File: config.mk
export PLATFORM = sky130hd
export DESIGN_NAME = gpio_irq_ctrl
export DESIGN_NICKNAME = d
export VERILOG_FILES = /design/src/rtl/gpio_irq_ctrl_pkg.sv /design/src/rtl/gpio_debounce.sv /design/src/rtl/gpio_irq_ctrl.sv
export SDC_FILE = /design/constraint.sdc
export NUM_CORES = 1
export LEC_CHECK = 0
export ABC_AREA = 1
export BUFFER_PORTS_ARGS = -buffer_cell sky130_fd_sc_hd__buf_4
export CORE_MARGIN = 10
export CORE_UTILIZATION = 52
export CTS_BUF_LIST = sky130_fd_sc_hd__clkbuf_8
export CTS_CLUSTER_DIAMETER = 30
export DETAILED_ROUTE_END_ITERATION = 7
export MAX_ROUTING_LAYER = met4
export PLACE_DENSITY = 0.76
export SLEW_MARGIN = 20
export SYNTH_ARGS = -nofsm -noshare
export SYNTH_HDL_FRONTEND = slang
export SYNTH_SLANG_ARGS = --single-unit
File: constraint.sdc
create_clock -name HCLK -period 2.8 [get_ports HCLK]
set_input_delay 0.28 -clock HCLK [delete_from_list [all_inputs] [get_ports HCLK]]
set_output_delay 0.28 -clock HCLK [all_outputs]
set_load 0.005 [all_outputs]
File: src/rtl/gpio_irq_ctrl_pkg.sv
// Shared register map, AHB transfer codes and defaults for the GPIO interrupt controller.
package gpio_irq_ctrl_pkg;

  localparam int unsigned NPIN_DEF = 16;
  localparam int unsigned DBW_DEF  = 8;
  localparam int unsigned OFF_W    = 5;

  localparam logic [OFF_W-1:0] OFF_EN   = 5'h00;
  localparam logic [OFF_W-1:0] OFF_EDGE = 5'h04;
  localparam logic [OFF_W-1:0] OFF_PEND = 5'h08;
  localparam logic [OFF_W-1:0] OFF_DBNC = 5'h0C;
  localparam logic [OFF_W-1:0] OFF_RAW  = 5'h10;

  localparam logic [1:0] HTRANS_IDLE   = 2'b00;
  localparam logic [1:0] HTRANS_NONSEQ = 2'b10;
  localparam logic [1:0] HTRANS_SEQ    = 2'b11;

  // Address-phase attributes held over into the data phase.
  typedef struct packed {
    logic             sel;
    logic             write;
    logic             active;
    logic [OFF_W-1:0] addr;
  } aph_t;

  function automatic logic htrans_active(input logic [1:0] htrans);
    return (htrans == HTRANS_NONSEQ) || (htrans == HTRANS_SEQ);
  endfunction

endpackage

File: src/rtl/gpio_debounce.sv
// One pin: two-flop synchronizer followed by a run-length debounce filter.
module gpio_debounce #(
  parameter int unsigned DBW = 8
) (
  input  logic           clk,
  input  logic           rst_n,
  input  logic           pin_i,
  input  logic [DBW-1:0] dbnc_i,
  output logic           synced_o,
  output logic           filt_o
);

  logic           sync1_q, sync2_q;
  logic           filt_q, filt_d;
  logic [DBW-1:0] cnt_q, cnt_d;

  // cnt_q < dbnc_i whenever it increments, so the counter cannot pass all-ones.
  always_comb begin
    filt_d = filt_q;
    cnt_d  = '0;
    if (sync2_q != filt_q) begin
      if (cnt_q >= dbnc_i) begin
        filt_d = sync2_q;
      end else begin
        cnt_d = cnt_q + DBW'(1);
      end
    end
  end

  always_ff @(posedge clk) begin
    if (!rst_n) begin
      sync1_q <= 1'b0;
      sync2_q <= 1'b0;
      filt_q  <= 1'b0;
      cnt_q   <= '0;
    end else begin
      sync1_q <= pin_i;
      sync2_q <= sync1_q;
      filt_q  <= filt_d;
      cnt_q   <= cnt_d;
    end
  end

  assign synced_o = sync2_q;
  assign filt_o   = filt_q;

endmodule

File: src/rtl/gpio_irq_ctrl.sv
// AHB-Lite GPIO edge-interrupt controller: per-pin debounce, edge detect, W1C pending, level IRQ.
module gpio_irq_ctrl
  import gpio_irq_ctrl_pkg::*;
#(
  parameter int unsigned NPIN = NPIN_DEF,
  parameter int unsigned DBW  = DBW_DEF
) (
  input  logic            HCLK,
  input  logic            HRESETn,
  input  logic            HSEL,
  input  logic            HREADY,
  input  logic            HWRITE,
  input  logic [1:0]      HTRANS,
  input  logic [2:0]      HSIZE,
  input  logic [31:0]     HADDR,
  input  logic [31:0]     HWDATA,
  output logic            HREADYOUT,
  output logic [31:0]     HRDATA,
  input  logic [NPIN-1:0] PIN_IN,
  output logic            IRQ
);

  aph_t            aph_q, aph_d;
  logic [NPIN-1:0] en_q, en_d;
  logic [NPIN-1:0] rise_q, rise_d;
  logic [NPIN-1:0] fall_q, fall_d;
  logic [NPIN-1:0] pend_q, pend_d;
  logic [NPIN-1:0] prev_q;
  logic [DBW-1:0]  dbnc_q, dbnc_d;
  logic [31:0]     hrdata_q, hrdata_d;

  logic [NPIN-1:0] synced, filt, edge_hit, w1c;
  logic            wr_commit, rd_req;
  logic [31:0]     rd_mux;
  logic            unused_ok;

  for (genvar i = 0; i < NPIN; i++) begin : g_pin
    gpio_debounce #(.DBW(DBW)) u_dbnc (
      .clk      (HCLK),
      .rst_n    (HRESETn),
      .pin_i    (PIN_IN[i]),
      .dbnc_i   (dbnc_q),
      .synced_o (synced[i]),
      .filt_o   (filt[i])
    );
  end

  assign wr_commit = aph_q.sel & aph_q.write & aph_q.active;
  assign rd_req    = HSEL & ~HWRITE & htrans_active(HTRANS) & HREADY;
  assign edge_hit  = (filt & ~prev_q & rise_q) | (~filt & prev_q & fall_q);

  // Read data is taken from the current address phase, not the captured one.
  always_comb begin
    rd_mux = '0;
    case (HADDR[OFF_W-1:0])
      OFF_EN:   rd_mux = 32'(en_q);
      OFF_EDGE: rd_mux = {16'(fall_q), 16'(rise_q)};
      OFF_PEND: rd_mux = 32'(pend_q);
      OFF_DBNC: rd_mux = 32'(dbnc_q);
      OFF_RAW:  rd_mux = {16'(filt), 16'(synced)};
      default:  rd_mux = '0;
    endcase
  end

  always_comb begin
    aph_d    = aph_q;
    en_d     = en_q;
    rise_d   = rise_q;
    fall_d   = fall_q;
    dbnc_d   = dbnc_q;
    hrdata_d = hrdata_q;
    w1c      = '0;
    if (HREADY) begin
      aph_d = '{sel: HSEL, write: HWRITE, active: htrans_active(HTRANS),
                addr: HADDR[OFF_W-1:0]};
    end
    if (rd_req) begin
      hrdata_d = rd_mux;
    end
    if (wr_commit) begin
      case (aph_q.addr)
        OFF_EN:   en_d = HWDATA[NPIN-1:0];
        OFF_EDGE: begin
          rise_d = HWDATA[NPIN-1:0];
          fall_d = HWDATA[16 +: NPIN];
        end
        OFF_PEND: w1c    = HWDATA[NPIN-1:0];
        OFF_DBNC: dbnc_d = HWDATA[DBW-1:0];
        default:  ;
      endcase
    end
    // A new edge outranks a same-cycle clear.
    pend_d = (pend_q & ~w1c) | edge_hit;
  end

  always_ff @(posedge HCLK) begin
    if (!HRESETn) begin
      aph_q    <= '0;
      en_q     <= '0;
      rise_q   <= '0;
      fall_q   <= '0;
      pend_q   <= '0;
      prev_q   <= '0;
      dbnc_q   <= '0;
      hrdata_q <= '0;
    end else begin
      aph_q    <= aph_d;
      en_q     <= en_d;
      rise_q   <= rise_d;
      fall_q   <= fall_d;
      pend_q   <= pend_d;
      prev_q   <= filt;
      dbnc_q   <= dbnc_d;
      hrdata_q <= hrdata_d;
    end
  end

  assign HREADYOUT = 1'b1;
  assign HRDATA    = hrdata_q;
  assign IRQ       = |(pend_q & en_q);
  assign unused_ok = ^{HSIZE, HADDR[31:OFF_W]};

endmodule

==> results.txt, run 1 <==
The run finished with clean final reports. CTS placed an instance of clkbuf_8 at the clock tree root. The maximum vdd ir drop came out at 0.516 mV. The deepest clock path buffer count is 3. The aggregate routed wire length is roughly 41 mm. TritonCTS built the clock tree. The fraction of the yosys area taken by sequential cells came out at between 40% and 50%. The estimated wirelength of the detail-placed design is 27.8 mm. The total power divided by cell area is 560 nW/um^2. The register cell area after layout came out at 6090 um^2.

The sequential share of power is 43.7%. The library cell used most frequently in the layout, excluding fill and tap cells, is nand2_1. The post-synthesis cell area came out at between 15000 and 20000 um^2.

The internal power of the cells totals 7.80 mW. Entering global routing, the biggest net connects around 70 pins. The part of the total power dissipated in combinational logic is roughly 3.7%. The DRC violations left is 0. The count of H-tree levels built during CTS is 3. After synthesis the netlist holds a flip-flop and latch count of 304. The final hold violation count came to 0.

In this run switching power makes up 22.7% of total power. The critical path is of the reg -> reg type. The unique cell type count in the Yosys netlist is 36. The final setup violation count came out at 0. The global placer's final weighted congestion is 0.900. The number of global-route vias before repair came out at around 13000. The post-detailed-route count of antenna-violating nets came out at 0.

The analysis attributes to net switching a power of 2.29 mW. The worst hold-check path type is in -> reg. The count of filler cells inserted in the layout is ~2400. The worst max-slew margin expressed relative to the limit is 41.9%.

The net count of the finished layout is 2319. The final worst clock skew came out at around 0.03 ns. At the later pin of the worst-skew pair, clock insertion delay measures 0.57 ns. The mean number of vias per cell came out at 5.38.

The die span in x came out at ~190 um. The number of maximum-capacitance violations came out at 0. In the finished design, the share of the clock period the worst path needs comes to 80.5%. The total overflow left after global routing is 0. The max-slew violation total from the final report came to 0.

The routed layout has 13520 vias. The clock network fraction of design power is 52.7%. The largest fanout on the critical path is 14. The die covers 36000 um^2. OpenSTA, run right after detailed placement, puts the worst setup slack at 0.579 ns. The floorplan has 62 rows. The worst setup path is captured at a flop. Averaged over all synthesized cells, the footprint is 7.81 um^2. STA classifies the critical path startpoint as a flop. The synthesized netlist net count came out at 2156. The global-route wire length before repair came out at 65.5 mm. The all-layer global routing usage came out at between 20% and 30%. The total setup buffers inserted after CTS is 0. In the final routed layout, each cell accounts on average for 16.1 um. The number of warning messages in the yosys log is 0. Setup repair after global routing left no endpoint under its margin.

The post-route netlist has about an eighth of its cells at a drive strength greater than 1. The cell leakage power came out at ~7.7 nW. The number of antenna violations at the first check in global routing is 0. The die outline height came out at roughly 190 um. The cell count after synthesis is around 1900.

The required time of the worst setup path came out at 3.28 ns. The shortest clock period the worst path allows after layout came out at 2.25 ns. The area overhead of the layout relative to synthesis is 20.0%. The sum of negative setup slack came out at 0 ns. For this design the top-level I/O count stands at 124.

Clock-pin slew was measured on the worst setup and hold paths at 0.06 ns. The signal arrival time at the worst endpoint came out at roughly 2.7 ns. Buffers inserted during clock tree synthesis total 66. The initial core utilization is between 50% and 60%. The transition time of the tightest slew-check pin is 0.871 ns. The floorplan step defined a core boundary enclosing 28600 um^2. Summing all multi-input logic gate instances after layout gives 7780 um^2. In the layout the commonest cells are nand2_1, dfxtp_1, inv_1. The number of antenna diodes in the final layout is 0. The detailed-routing iteration count for the pre-antenna-repair pass came out at 6. For this design, the sink count on the clock tree is around 300. For this block, the initial DRC count from the detailed router was ~1100. The maximum clock frequency is about 440 MHz. The total of buffers placed on input and output ports came out at 91. The smallest setup slack after layout came out at 0.545 ns.
[Yosys cell counts, drive strengths merged]
library cell / n / area, um^2
nand4: 84 / 526
a22o: 1 / 8.76
buf: 28 / 163
a31oi: 16 / 100
nand3: 107 / 566
nor3: 34 / 175
or2: 1 / 6.26
xor2: 63 / 552
a21oi: 163 / 816
nor2: 222 / 875
o21bai: 8 / 60.1
ha: 144 / 1800
dfxtp: 304 / 6090
clkbuf: 30 / 113
inv: 234 / 878
xnor2: 47 / 412
conb: 1 / 3.75
nor3b: 2 / 26.3
o22ai: 16 / 163
o21ai: 71 / 355
nand3b: 5 / 37.5
nand2: 341 / 1280
[path summary, 6_finish.rpt]
path                                                from  depth (start not counted)  slack, ns                        end
worst max-delay path                           dbnc_q[5]                          8       0.55  g_pin[11].u_dbnc.cnt_q[2]
worst min-delay path                          HWDATA[26]                          3       0.02                 fall_q[10]
worst max register to register                 dbnc_q[5]                          8       0.55  g_pin[11].u_dbnc.cnt_q[2]
worst min register to register  g_pin[15].u_dbnc.sync1_q                          2       0.41  g_pin[15].u_dbnc.synced_o
[cell type report]
class	instances	area share [%]
Multi-Input combinational cell	1326	43.2
Clock buffer	78	5.96
Clock inverter	34	2.15
Inverter	234	4.88
Sequential cell	304	33.8
Timing Repair Buffer	153	7.31
Tap cell	384	2.67
[metrics by stage]
step | hold slack [ns] | area [um^2] | power [mW] | util, % | instances
after floorplan | 0.378 | 15000 | 4.66 | - | 1922
after global placement | 0.395 | 16200 | 4.80 | 56.5 | 2364
after detailed placement | 0.399 | 16200 | 4.81 | 56.5 | 2364
after CTS | 0.00150 | 18000 | 10.2 | 62.9 | 2513
after global routing | 0.00969 | 18000 | 10.4 | 62.9 | 2513
final | 0.0218 | 18000 | 10.1 | 62.9 | 2513
[cells by family after synthesis]
family | share of synthesized area [%]
compound gates | 10.0
xor+xnor | 6.42
fa+ha+maj | 12.0
buf+inv | 7.69
flops | 40.6
other cells | 0.0250
simple gates | 23.3
[per-layer routing]
layer | part of all wire [%] | wire (um) | vias up | global-route usage [%]
met4 | 3.0 | 1220 | 0 | 8.49
met5 | 0 | 0 | - | -
met2 | 46 | 18800 | 535 | 36.7
met1 | 42 | 17100 | 6240 | 27.4
met3 | 8.5 | 3440 | 91 | 5.35
li1 | - | - | 6654 | -
[worst max-delay path, stage by stage, from the launching register on]
cell	delay, ns
dfxtp_1	0.29
inv_1	0.24
buf_12	0.23
ha_1	0.26
a21oi_1	0.17
nor2_1	0.07
nor3_1	0.29
nand4_1	0.39
nor2_1	0.20
[sequential cells by signal (all words and copies together) (netlist names)]
register	flops
aph_q	8
g_pin.u_dbnc.sync1_q	16
dbnc_q	8
prev_q	16
rise_q	16
en_q	16
fall_q	16
g_pin.u_dbnc.filt_o	16
g_pin.u_dbnc.synced_o	16
pend_q	16
g_pin.u_dbnc.cnt_q	128
HRDATA	32
[power groups by stage]
stage | registers [mW] | logic (mW) | clock network (mW)
after CTS | 4.40 | 0.360 | 5.41
after global placement | 4.49 | 0.311 | 0
after global routing | 4.40 | 0.398 | 5.61
after detailed placement | 4.49 | 0.315 | 0
after floorplan | 4.48 | 0.177 | 0
final | 4.40 | 0.368 | 5.31
[what timing repair did]
action / 4_1_cts / 5_1_grt
resized for setup: 0 / 0
hold buffers: 37 / 0
endpoints found under the setup margin: 0 / 0
hold endpoints to repair: 42 / 0
No activity file was read; power rests on OpenSTA's default activity.
==> run 2: changes to the inputs <==
==> constraint.sdc (replaced) <==
create_clock -name HCLK -period 2.11 [get_ports HCLK]
set_input_delay 0.211 -clock HCLK [delete_from_list [all_inputs] [get_ports HCLK]]
set_output_delay 0.211 -clock HCLK [all_outputs]
set_load 0.005 [all_outputs]
==> run 2 against run 1 <==
Net effect:
- clock-buffer cell count decreased by 3
- utilization is 1.3 points higher
- non-clock buffer count is 43 higher
- final cell count up 2.2%
- clock skew rose by 0.0012 ns
- sequential cell count did not move
- sequential share of layout area fell by 0.71 points
- first-iteration DRC count up 13%
- largest power group unchanged
- highest routed layer unchanged
==> results.txt, run 2 (synthesized netlist as in run 1, its figures left out) <==
The sequential share of power came out at 44.2% (was 43.7%). The total of buffers placed on input and output ports was 91 (unchanged). The required time of the worst setup path came out at 1.90 ns (was 3.28 ns). The number of antenna violations at the first check in global routing came out at 1 (was 0). RSZ-0062 raised after global routing: false (unchanged). The largest fanout on the critical path is 3 (was 14). The part of the total power dissipated in combinational logic came out at 4.0% (was 3.7%).

The aggregate routed wire length is 41.3 mm (was 40.6 mm). The post-route non-filler standard cell count is 2568 (was 2513). The estimated wirelength of the detail-placed design is 27.9 mm (was 27.8 mm).

The die outline height is 190 um (unchanged). The mean number of vias per cell is 5.37 (was 5.38). The global placer's final weighted congestion came out at 0.919 (was 0.900).

The core region area came to 28600 um^2 (unchanged). The number of placed instances with taps included is 2377 (was 2364). The switching share of power was 23.9% (was 22.7%).

The initial core utilization is 52.4% (unchanged). The iteration-0 DRC count of the detailed router is 1222 (was 1085). Leading cell types in the layout, fill and taps excluded: nand2_1, dfxtp_1, inv_1 (unchanged). The number of clock buffers inserted by TritonCTS came out at 67 (was 66). The die footprint is 36000 um^2 (unchanged). The fraction of final layout cells with drive strength greater than 1 came out at 12.7% (was 11.7%). The latest clock arrival within the worst-skew pair came out at 0.58 ns (was 0.57 ns). The clock sink count is 304 (unchanged). The CTS tree is yes (unchanged).

The number of instances resized during post-cts repair is 0 (unchanged). The worst setup slack after placement is 0.101 ns (was 0.579 ns). The max-slew violation total from the final report is 0 (unchanged).

The final net count is 2363 (was 2319). The signal arrival time at the worst endpoint came out at 1.77 ns (was 2.74 ns). The number of rows in the core area is 62 (unchanged). Outcome: finished, final reports clean (unchanged). The critical setup path kind was reg -> out (was reg -> reg). The boundary pin count is 124 (unchanged). The all-layer global routing usage came to 23.2% (was 22.8%). The power after layout is 13.2 mW (was 10.1 mW). The cell-internal power is 10.1 mW (was 7.80 mW).

The die span in x is 190 um (unchanged). The cell leakage power is 7.91 nW (was 7.72 nW). The sum of negative setup slack is 0 ns (unchanged). The final worst clock skew is 0.0311 ns (was 0.0299 ns). The area used by multi-input combinational logic is 7780 um^2 (unchanged). The register cell area after layout came to 6090 um^2 (unchanged). The clock network fraction of design power is 51.8% (was 52.7%). The detailed-routing iteration count for the pre-antenna-repair pass came to 7 (was 6).

The number of flip-flops in the largest register is 128 (unchanged). The element type at the critical path start is a flop (unchanged). The final routed wire length divided by cell count is 16.1 um (about the same). The area overhead of the layout relative to synthesis is 22.6% (was 20.0%). The final setup violation count came to 0 (unchanged).

The endpoint kind of the worst setup timing path is an output port (was flop). The smallest setup slack after layout is 0.125 ns (was 0.545 ns). The count of filler cells inserted in the layout came out at 2328 (was 2390). The clock tree root buffer cell is clkbuf_8 (unchanged). The post-detailed-route count of antenna-violating nets is 0 (unchanged). The reported net switching power came out at 3.16 mW (was 2.29 mW).

The clock slew seen by the registers of the worst setup and hold paths is 0.06 ns (about the same). The pin count of the biggest net entering global routing is 85 (was 68). The final hold violation count came out at 0 (unchanged). The shortest clock period the worst path allows after layout came out at 1.99 ns.

The DRC violations left came to 0 (unchanged). The deepest clock path buffer count is 3 (unchanged). The number of global-route vias before repair came out at 13462 (was 13224).

The maximum vdd ir drop is 0.563 mV (was 0.516 mV). The count of H-tree levels built during CTS came out at 3 (unchanged). The share of the clock period used by the worst path after layout is 94.1%. The overall overflow remaining after global route is 0 (unchanged). The maximum clock frequency is 504 MHz.

The total power divided by cell area is 719 nW/um^2 (was 560 nW/um^2). The most common cell after layout, fill and taps aside was nand2_1 (unchanged). The number of maximum-capacitance violations is 0 (unchanged). The most flop-heavy register is g_pin.u_dbnc.cnt_q (unchanged). The worst hold-check path type is in -> reg (unchanged).

The share of the core filled with cells came out at 64.2% (was 62.9%). The via total after detailed routing came out at 13781 (was 13520). The global-route wire length before repair is 66.7 mm (was 65.5 mm).
-- run 2: what timing repair did --
item | CTS | global route
setup buffers | 0 | 12
hold buffers | 55 | 0
endpoints found under the hold margin | 94 | 0
endpoints found under the setup margin | 0 | 83
-- run 2: power groups by stage --
stage | clock network [mW] | logic (mW) | registers (mW)
floorplan | 0 | 0.235 | 5.95
global placement | 0 | 0.426 | 5.96
detailed placement | 0 | 0.433 | 5.96
CTS | 6.95 | 0.520 | 5.84
global route | 7.22 | 0.573 | 5.84
finish | 6.85 | 0.534 | 5.84
-- run 2: final timing paths --
kind,startpoint,to,slack [ns],depth (start not counted)
worst max-delay path,pend_q[12],IRQ,0.12,5
worst min-delay path,HWDATA[31],fall_q[15],0.03,3
worst max register to register,dbnc_q[5],g_pin[7].u_dbnc.cnt_q[3],0.15,8
worst min register to register,g_pin[2].u_dbnc.sync1_q,g_pin[2].u_dbnc.synced_o,0.42,2
-- run 2: critical path, stage by stage, from the launching register on --
cell and delay (ns):
dfxtp_1 0.33, nand2_1 0.09, nand4_1 0.14, nor3_1 0.23, nand4_1 0.20, buf_4 0.20
-- run 2: area by class of cell --
class	count	area share [%]
flip-flops and latches	304	33.1
repair buffers	196	9.36
well taps	384	2.61
clock inverters	48	2.21
multi-input cells	1326	42.3
inverters	234	4.78
diodes	1	0.0136
clock buffers	75	5.61
-- run 2: per-layer routing --
layer / up-vias / global-route usage (%) / share of wire (%)
met1: 6358 / 27.5 / 42
met4: 0 / 9.58 / 3.5
met3: 116 / 5.09 / 7.5
met2: 543 / 37.4 / 47
met5: - / - / 0
li1: 6764 / - / -
-- run 2: stage by stage --
step	hold WS, ns	cell area, um^2
after CTS	0.0131	18300
after detailed placement	0.398	16300
after floorplan	0.309	15000
after global placement	0.392	16300
final	0.0323	18400
after global routing	0.0214	18400
==> run 3: changes to the inputs <==
--- a/config.mk
+++ b/config.mk
@@ -7,7 +7,6 @@
 export LEC_CHECK = 0
 export ABC_AREA = 1
 export BUFFER_PORTS_ARGS = -buffer_cell sky130_fd_sc_hd__buf_4
-export CORE_MARGIN = 10
 export CORE_UTILIZATION = 52
 export CTS_BUF_LIST = sky130_fd_sc_hd__clkbuf_8
 export CTS_CLUSTER_DIAMETER = 30
==> run 3 against run 2 <==
Net effect:
- sequential share of layout area decreased by 0.54 points
- worst setup slack worse by 0.10 ns
- sequential power is essentially flat
- routed wire length is 0.12% higher
- final area grew 1.7%
- non-clock buffer count up 12
- critical path depth increased by 4
- via count about the same
- largest power group unchanged
- highest routed layer unchanged
==> results.txt, run 3 (synthesized netlist as in run 1, its figures left out) <==
The number of clock buffers inserted by TritonCTS came out at 70 (was 67). The die span in x is 172 um (was 190 um). The die footprint came to 29500 um^2 (was 36000 um^2). The iteration-0 DRC count of the detailed router is 1209 (was 1222). The number of flip-flops in the largest register came to 128 (unchanged).

The clock sink count came out at 304 (unchanged). The instance area at placement is 16300 um^2 (about the same). The core region area came out at 28100 um^2 (was 28600 um^2). The critical setup path kind is reg -> reg (was reg -> out). The most flop-heavy register is g_pin.u_dbnc.cnt_q (unchanged). The transition time of the tightest slew-check pin is 0.500 ns.

The global-route wire length before repair is 65.2 mm (was 66.7 mm). The worst reg-to-reg path cell count came out at 9 (was 8). The mean number of vias per cell is 5.35 (was 5.37). The maximum clock frequency came to 479 MHz (was 504 MHz).

The fraction of final layout cells with drive strength greater than 1 is 13.6% (was 12.7%). The overall overflow remaining after global route is 0 (unchanged). The all-layer global routing usage is 29.0% (was 23.2%). The final net count came out at 2378 (was 2363). The clock slew seen by the registers of the worst setup and hold paths is 0.06 ns (about the same). The most common cell after layout, fill and taps aside was nand2_1 (unchanged). The cell seen most often among critical-path stages was nor2_1 (was nand4_1).

The pin count of the biggest net entering global routing is 38 (was 85). The worst max-slew margin expressed relative to the limit is 66.6%. The final setup violation count is 0 (unchanged).

The number of maximum-capacitance violations is 0 (unchanged). The area overhead of the layout relative to synthesis came to 24.6% (was 22.6%). The die outline height was 172 um (was 190 um).

The max-slew violation total from the final report is 0 (unchanged). The post-detailed-route count of antenna-violating nets is 0 (unchanged). The smallest setup slack after layout came out at 0.0220 ns (was 0.125 ns). The cell leakage power came out at 8.05 nW (was 7.91 nW).

Critical path cell sequence: inv_1 -> buf_12 -> ha_1 -> a21oi_1 -> nor2_1 -> nor3_1 -> nand4_1 -> buf_4 -> nor2_1 (was nand2_1 -> nand4_1 -> nor3_1 -> nand4_1 -> buf_4). The total power divided by cell area came out at 760 nW/um^2 (was 719 nW/um^2). The via total after detailed routing came out at 13788 (was 13781). The global placer's final weighted congestion is 0.919 (about the same). The final worst clock skew was 0.0319 ns (was 0.0311 ns). The maximum vdd ir drop is 0.590 mV (was 0.563 mV).

The number of global-route vias before repair is 13264 (was 13462). The number of cells on the worst hold path came out at 3 (unchanged). The total of buffers placed on input and output ports came out at 91 (unchanged). The final routed wire length divided by cell count came to 16.0 um (was 16.1 um). The boundary pin count came out at 124 (unchanged). The power after layout is 14.2 mW (was 13.2 mW).

The final hold violation count was 0 (unchanged). The share of the core filled with cells was 66.6% (was 64.2%). The estimated wirelength of the detail-placed design is 27.4 mm (was 27.9 mm). The aggregate routed wire length came out at 41.3 mm (about the same).

The cell area after layout came out at 18700 um^2 (was 18400 um^2). The detailed-routing iteration count for the pre-antenna-repair pass came out at 5 (was 7). The shortest clock period the worst path allows after layout is 2.09 ns (was 1.99 ns). The worst hold-check path type is in -> reg (unchanged). The post-route non-filler standard cell count was 2575 (was 2568). The number of rows in the core area came out at 61 (was 62).

The antenna diode count was 0 (was 1). The signal arrival time at the worst endpoint came to 2.61 ns (was 1.77 ns). The worst setup slack after placement came out at 0.0588 ns (was 0.101 ns).

The largest incremental delay on the critical path was 0.32 ns (was 0.33 ns). The required time of the worst setup path came out at 2.63 ns (was 1.90 ns). The cell with the largest stage delay on the worst path is nor3_1 (was dfxtp_1).

The share of the clock period used by the worst path after layout came out at 99.0% (was 94.1%). The DRC violations left came out at 0 (unchanged). The CTS tree is yes (unchanged). The clock tree root buffer cell is clkbuf_8 (unchanged).

Outcome: finished, final reports clean (unchanged). The largest fanout on the critical path came out at 12 (was 3). The deepest clock path buffer count came out at 3 (unchanged). The endpoint kind of the worst setup timing path is a flop (was output port). The number of antenna violations at the first check in global routing came out at 1 (unchanged). The latest clock arrival within the worst-skew pair came out at 0.60 ns (was 0.58 ns). Leading cell types in the layout, fill and taps excluded: nand2_1, dfxtp_1, inv_1 (unchanged). The count of H-tree levels built during CTS is 3 (unchanged). The initial core utilization is 53.4% (was 52.4%). The element type at the critical path start is a flop (unchanged).

The count of filler cells inserted in the layout is 2234 (was 2328). The number of placed instances with taps included was 2378 (was 2377).
## run 3: cell types whose count changed in the layout (fill, tap and decap cells not counted), sizes merged, moves of 2 or more
cell         change
clkinvlp         -3
dlygate4sd3      +2
buf             +10
bufinv           +4
inv              -6
clkbuf           +8
## run 3: worst max-delay path, delay by kind of cell, from the launching register on
kind	cells	cell delay, ns
DFF	1	0.29
AOI/OAI and AO/OA	1	0.17
and+or+nand+nor	4	0.74
buffers and inverters	3	0.58
adders and majority gates	1	0.26
## run 3: path summary, 6_finish.rpt
kind,startpoint,endpoint,slack (ns)
hold reg to reg,g_pin[6].u_dbnc.sync1_q,g_pin[6].u_dbnc.synced_o,0.41
setup reg to reg,dbnc_q[5],g_pin[11].u_dbnc.cnt_q[4],0.02
hold / removal,HRESETn,prev_q[9],0.03
setup / recovery,dbnc_q[5],g_pin[11].u_dbnc.cnt_q[4],0.02
## run 3: layer usage
metal,part of all wire [%],routed length [um],up-vias,GRT usage [%]
met5,0,0,-,-
met4,3.2,1340,0,12.0
met3,8.3,3410,117,7.14
met2,46,19000,547,46.2
met1,42,17500,6340,35.1
li1,-,-,6784,-
## run 3: cell type report
class / instances / area (um^2) / share of cell area, %
Clock inverter: 42 / 520 / 2.78
Clock buffer: 83 / 1140 / 6.11
Tap cell: 378 / 473 / 2.53
Timing Repair Buffer: 208 / 1800 / 9.65
Inverter: 234 / 878 / 4.70
Multi-Input combinational cell: 1326 / 7790 / 41.7
Sequential cell: 304 / 6090 / 32.6
## run 3: power breakdown
group | switching, mW | internal, mW | total, mW
clock network | 2.93 | 4.88 | 7.81
registers | 0.0432 | 5.80 | 5.84
logic | 0.324 | 0.233 | 0.557
## run 3: metrics by stage
step	hold WS, ns	TNS (ns)
2_1_floorplan	0.309	0
3_3_place_gp	0.392	0
3_5_place_dp	0.397	0
4_1_cts	0.00893	0
5_1_grt	0.0436	-0.113
6_report	0.0345	0
## run 3: what timing repair did
action,CTS,global route
setup buffers,0,15
endpoints found under the hold margin,93,0
gates resized for setup,0,2
hold buffers,57,0
endpoints found under the setup margin,0,114
